$ cat config.mk
export PLATFORM = sky130hd
export DESIGN_NAME = prsc_sched
export DESIGN_NICKNAME = d
export VERILOG_FILES = /design/src/rtl/prsc_sched.sv
export SDC_FILE = /design/constraint.sdc
export NUM_CORES = 1
export LEC_CHECK = 0
export CORE_UTILIZATION = 30
export CTS_CLUSTER_DIAMETER = 60
export DETAILED_ROUTE_END_ITERATION = 8
export PLACE_DENSITY = 0.58
export SLEW_MARGIN = 20
export SYNTH_ARGS = -nofsm -noshare
export SYNTH_HDL_FRONTEND = slang
export SYNTH_SLANG_ARGS = --single-unit
$ cat constraint.sdc
create_clock -name clk_i -period 2.85 [get_ports clk_i]
set_input_delay 0.57 -clock clk_i [delete_from_list [all_inputs] [get_ports clk_i]]
set_output_delay 0.57 -clock clk_i [all_outputs]
set_load 0.005 [all_outputs]
$ cat src/rtl/prsc_sched.sv
// Round-robin scheduler sharing one clock prescaler between NUM_REQ requesters.
// Optional watchdog abort in RUN is enabled by defining PRSC_SCHED_TIMEOUT_EN.
module prsc_sched #(
    parameter int NUM_REQ = 4,
    parameter int PRSC_W  = 3,
    parameter int BURST_W = 8,
    parameter int TO_W    = 12,
    localparam int OW     = (NUM_REQ > 1) ? $clog2(NUM_REQ) : 1
) (
    input  logic                        clk_i,
    input  logic                        rstn_i,
    input  logic [NUM_REQ-1:0]          req_valid_i,
    input  logic [NUM_REQ*PRSC_W-1:0]   req_prsc_i,
    input  logic [NUM_REQ*BURST_W-1:0]  req_burst_i,
    output logic [NUM_REQ-1:0]          req_ready_o,
    output logic [NUM_REQ-1:0]          done_o,
    output logic [NUM_REQ-1:0]          err_o,
    output logic                        prsc_en_o,
    output logic [PRSC_W-1:0]           prsc_count_o,
    input  logic                        prsc_tick_i,
    output logic                        busy_o,
    output logic [OW-1:0]               owner_o
);

    typedef enum logic [1:0] {IDLE, LOAD, RUN, DONE} state_t;

    state_t               state_reg, state_next;
    logic [OW-1:0]        owner_reg;
    logic [OW-1:0]        rr_ptr_reg;
    logic [PRSC_W-1:0]    prsc_count_reg;
    logic [BURST_W-1:0]   burst_reg;
    logic [BURST_W-1:0]   tick_cnt_reg;
    logic                 grant_found;
    logic [OW-1:0]        grant_idx;
    logic                 tick_last;
    logic                 err_flag;

    logic [PRSC_W-1:0]    prsc_arr  [NUM_REQ];
    logic [BURST_W-1:0]   burst_arr [NUM_REQ];

    for (genvar gi = 0; gi < NUM_REQ; gi++) begin : g_req
        assign prsc_arr[gi]  = req_prsc_i[gi*PRSC_W +: PRSC_W];
        assign burst_arr[gi] = req_burst_i[gi*BURST_W +: BURST_W];
        // Ready is gated by reset so no grant is advertised while held in reset.
        assign req_ready_o[gi] = rstn_i && (state_reg == IDLE) && grant_found
                                 && (grant_idx == OW'(gi));
        assign done_o[gi] = (state_reg == DONE) && !err_flag && (owner_reg == OW'(gi));
`ifdef PRSC_SCHED_TIMEOUT_EN
        assign err_o[gi]  = (state_reg == DONE) && err_flag && (owner_reg == OW'(gi));
`else
        assign err_o[gi]  = 1'b0;
`endif
    end

    // Search from the rr pointer upward with wrap; first valid wins.
    always_comb begin
        int idx;
        grant_found = 1'b0;
        grant_idx   = '0;
        for (int i = 0; i < NUM_REQ; i++) begin
            idx = int'(rr_ptr_reg) + i;
            if (idx >= NUM_REQ) idx = idx - NUM_REQ;
            if (!grant_found && req_valid_i[OW'(idx)]) begin
                grant_found = 1'b1;
                grant_idx   = OW'(idx);
            end
        end
    end

    assign tick_last = (tick_cnt_reg == burst_reg - BURST_W'(1));

`ifdef PRSC_SCHED_TIMEOUT_EN
    logic [TO_W-1:0] wdog_reg;
    logic [TO_W-1:0] wdog_inc;
    logic            wdog_expire;
    assign wdog_inc    = wdog_reg + TO_W'(1);
    assign wdog_expire = (state_reg == RUN) && !prsc_tick_i && (&wdog_inc);

    always_ff @(posedge clk_i or negedge rstn_i) begin
        if (!rstn_i) begin
            wdog_reg <= '0;
            err_flag <= 1'b0;
        end else begin
            if (state_reg == LOAD) begin
                wdog_reg <= '0;
                err_flag <= 1'b0;
            end else if (state_reg == RUN) begin
                wdog_reg <= prsc_tick_i ? '0 : wdog_inc;
                if (wdog_expire) err_flag <= 1'b1;
            end
        end
    end
`else
    assign err_flag = 1'b0;
`endif

    always_ff @(posedge clk_i or negedge rstn_i) begin
        if (!rstn_i) state_reg <= IDLE;
        else         state_reg <= state_next;
    end

    always_comb begin
        state_next = state_reg;
        case (state_reg)
            IDLE: if (grant_found) state_next = LOAD;
            LOAD: state_next = (burst_reg == '0) ? DONE : RUN;
            RUN: begin
                if (prsc_tick_i && tick_last) state_next = DONE;
`ifdef PRSC_SCHED_TIMEOUT_EN
                else if (wdog_expire) state_next = DONE;
`endif
            end
            DONE:    state_next = IDLE;
            default: state_next = IDLE;
        endcase
    end

    always_comb begin
        prsc_en_o = 1'b0;
        busy_o    = 1'b1;
        case (state_reg)
            IDLE:    busy_o    = 1'b0;
            RUN:     prsc_en_o = 1'b1;
            default: ;
        endcase
    end

    always_ff @(posedge clk_i or negedge rstn_i) begin
        if (!rstn_i) begin
            owner_reg      <= '0;
            rr_ptr_reg     <= '0;
            prsc_count_reg <= '0;
            burst_reg      <= '0;
            tick_cnt_reg   <= '0;
        end else begin
            case (state_reg)
                IDLE: if (grant_found) begin
                    owner_reg      <= grant_idx;
                    prsc_count_reg <= prsc_arr[grant_idx];
                    burst_reg      <= burst_arr[grant_idx];
                end
                LOAD: tick_cnt_reg <= '0;
                RUN: begin
                    if (prsc_tick_i) begin
                        tick_cnt_reg <= tick_last ? '0 : tick_cnt_reg + BURST_W'(1);
                    end
`ifdef PRSC_SCHED_TIMEOUT_EN
                    else if (wdog_expire) tick_cnt_reg <= '0;
`endif
                end
                DONE: rr_ptr_reg <= (owner_reg == OW'(NUM_REQ - 1)) ? '0 : owner_reg + OW'(1);
                default: ;
            endcase
        end
    end

    assign owner_o      = owner_reg;
    assign prsc_count_o = prsc_count_reg;

endmodule

==> reports/metrics.cfg <==
[yosys]
synth_compound_area_share_pct = 16.1
ys.warnings.count = 0
synth_common_cells = dfrtp_1 (25), mux2i_1 (25), nand2_1 (21)
synthXorXnorAreaFrac_pct = 3.53
yosysUniqueCellTypes = 45
ys.flop_type = dfrtp_1
synth_top_family_by_area = multiplexers
synth-adder-area-share_pct = 6.31
ys_seq_elements = 25
yosys.area.top_type_share_pct = 31.5
synth_seq_area_share_pct = 31.5
synthSimpleGateAreaFrac_pct = 16.4
synthCells = 216
synth.cell_area_sq_um = 1980
yosysTopAreaCell = dfrtp_1
synthMuxAreaShare_pct = 20.0
synth_area_leaders = dfrtp_1 (32%), mux2i_1 (13%), mux2_2 (6.8%)
synthArstFlopShare_pct = 100
synth_area_per_cell_sq_um = 9.19
synth-edff-count = 0

[sta]
final_max_slew_viol_count = 0
fin_crit_sh_pct = 96.8
slew_headroom_pct = 57.3
fin_skew_ns = 0.00640
fin_crit_ns = 2.76
clock.fmax_ghz = 0.362
finalSetupViolCount = 0
finalWorstSetupSlack_ns = 0.0900
tightest_slew_ns = 0.641
finalHoldViolCount = 0

[placement]
port_buffers = 65
placed_area_sq_um = 2770
post-place-ws_ns = -0.262
dp_hpwl_um = 3820
gp_congestion = 0.759
placed_cells = 361

[floorplanning]
die_area_sq_um = 6940
io_pins = 70
row_count = 29
fp.dieH_um = 83.3
start_util_pct = 31.3
core_sq_um = 6350
chipWidth_um = 83.3

[final_layout]
syn2layout_area_growth_pct = 43.9
diodes = 0
fillers = 613
final_cell_count_no_fill = 367
drive_gt1_share_pct = 14.5
fin_area_sq_um = 2860
multi_input_area_sq_um = 1280
finalCoreUtilization_pct = 45.0
nNetsFinal = 352
ff_latch_area_sq_um = 626

[pwr]
p_per_area_nw_per_um2 = 791
seqPwrFrac_pct = 28.4
finalPower_uw = 2260
p_leak_uw = 0.00126
p_sw_share_pct = 41.4
switching_power_uw = 936
p_int_uw = 1320
power.share.clock_pct = 9.8
ir_drop_mv = 0.296
comb_power_share_pct = 61.8

[global_route]
grt_pass1_wl_um = 8360
grt_max_degree = 26
grt-ovfl-total = 0
antenna_found_initial = 0
grt_pass1_vias = 1838
track_usage_pct = 14.4

[worst_hold_path]
hp-class = reg -> reg

[run_status]
status = finished, final reports clean

[job]
max-cap-violations = 0

[worst_setup_path]
path_class = in -> out
crit_path_max_fanout = 2
critPathLaunchType = input port
required_ns = 2.28
crit_arrival_ns = 2.19
crit_path_end_kind = output port

[clock_network]
numCtsBuffers = 3
tritoncts = done
ctsHtreeMaxLevel = 1
path_clk_slew_ns = 0.10
clk_path_buf_depth = 2
clk_latency_ns = 0.27
clock-root-buffer = clkbuf_8
cts_sinks = 25

[detailed_routing]
wirelength_um = 4860
routedWlPerCell_um = 13.2
drc = 0
antenna_left = 0
dr.pass1.iters = 4
viasPerCell = 4.93
vias = 1808
dr.first_iter.drc_count = 59

[power by group through the flow]
stage | Clock, uW | Sequential (uW) | Combinational, uW
finish | 221 | 642 | 1400
global route | 240 | 673 | 1570
CTS | 231 | 647 | 1410
detailed placement | 0 | 652 | 1380
global placement | 0 | 650 | 1360
floorplan | 0 | 613 | 954
[per-layer routing]
metal / track usage (%) / part of all wire [%] / vias to the layer above
met5: 0 / 0 / -
met4: 3.29 / 0.54 / 0
met3: 1.59 / 4.2 / 2
met2: 26.2 / 50 / 53
met1: 18.2 / 45 / 843
li1: - / - / 910
[cell usage in the layout, fill, tap and decap left out, types with 8 or more instances in the layout]
master           synthesis  layout
clkdlybuf4s50_1          0      58
mux2i_1                 25      25
dfrtp_1                 25      25
nand2_1                 21      20
inv_1                   15      15
o21ai_1                 16      15
mux2_2                  12      12
buf_4                    4      12
ha_1                    10      10
nand3_1                  8       8
[area by class of cell]
type,instances,area share (%)
flip-flops and latches,25,21.9
inverters,16,2.10
clock inverters,1,0.263
multi-input cells,167,44.8
repair buffers,78,26.1
clock buffers,3,1.45
well taps,77,3.37
[metrics by stage]
stage / hold WS [ns] / TNS, ns
detailed placement: 0.489 / -1.04
floorplan: 0.274 / 0
CTS: 0.513 / 0
global route: 0.532 / -0.0200
global placement: 0.471 / -0.884
finish: 0.504 / 0
[logic make-up after synthesis]
| group | Yosys count |
|---|---|
| mux | 38 |
| fa+ha+maj | 10 |
| xor+xnor | 8 |
| flops | 25 |
| buf+inv | 27 |
| other cells | 1 |
| simple gates | 62 |
| compound gates | 45 |
[path summary, 6_finish.rpt]
kind / cells past startpoint / from / slack, ns / to
setup / recovery: 7 / req_valid_i[3] / 0.09 / req_ready_o[1]
hold / removal: 2 / prsc_count_o[2] / 0.50 / prsc_count_o[2]
setup reg to reg: 6 / burst_reg[2] / 0.25 / state_reg[1]
hold reg to reg: 2 / prsc_count_o[2] / 0.50 / prsc_count_o[2]
max in group asynchronous: 2 / rstn_i / 1.84 / tick_cnt_reg[2]
min in group asynchronous: 2 / rstn_i / 0.75 / state_reg[0]
[worst max-delay path, cell delays in order]
cell and delay, ns:
clkdlybuf4s50_1 0.50, inv_1 0.06, a221o_1 0.30, a22oi_2 0.22
inv_2 0.08, nor3b_2 0.19, dlygate4sd2_1 0.25
[what timing repair did]
action                     CTS  global route
setup buffers                2             0
pin swaps                    1             1
hold buffers                 0             0
setup endpoints to repair    4             4
gates resized for setup     10             3
Note: power is estimated with default switching activity, not from simulation.
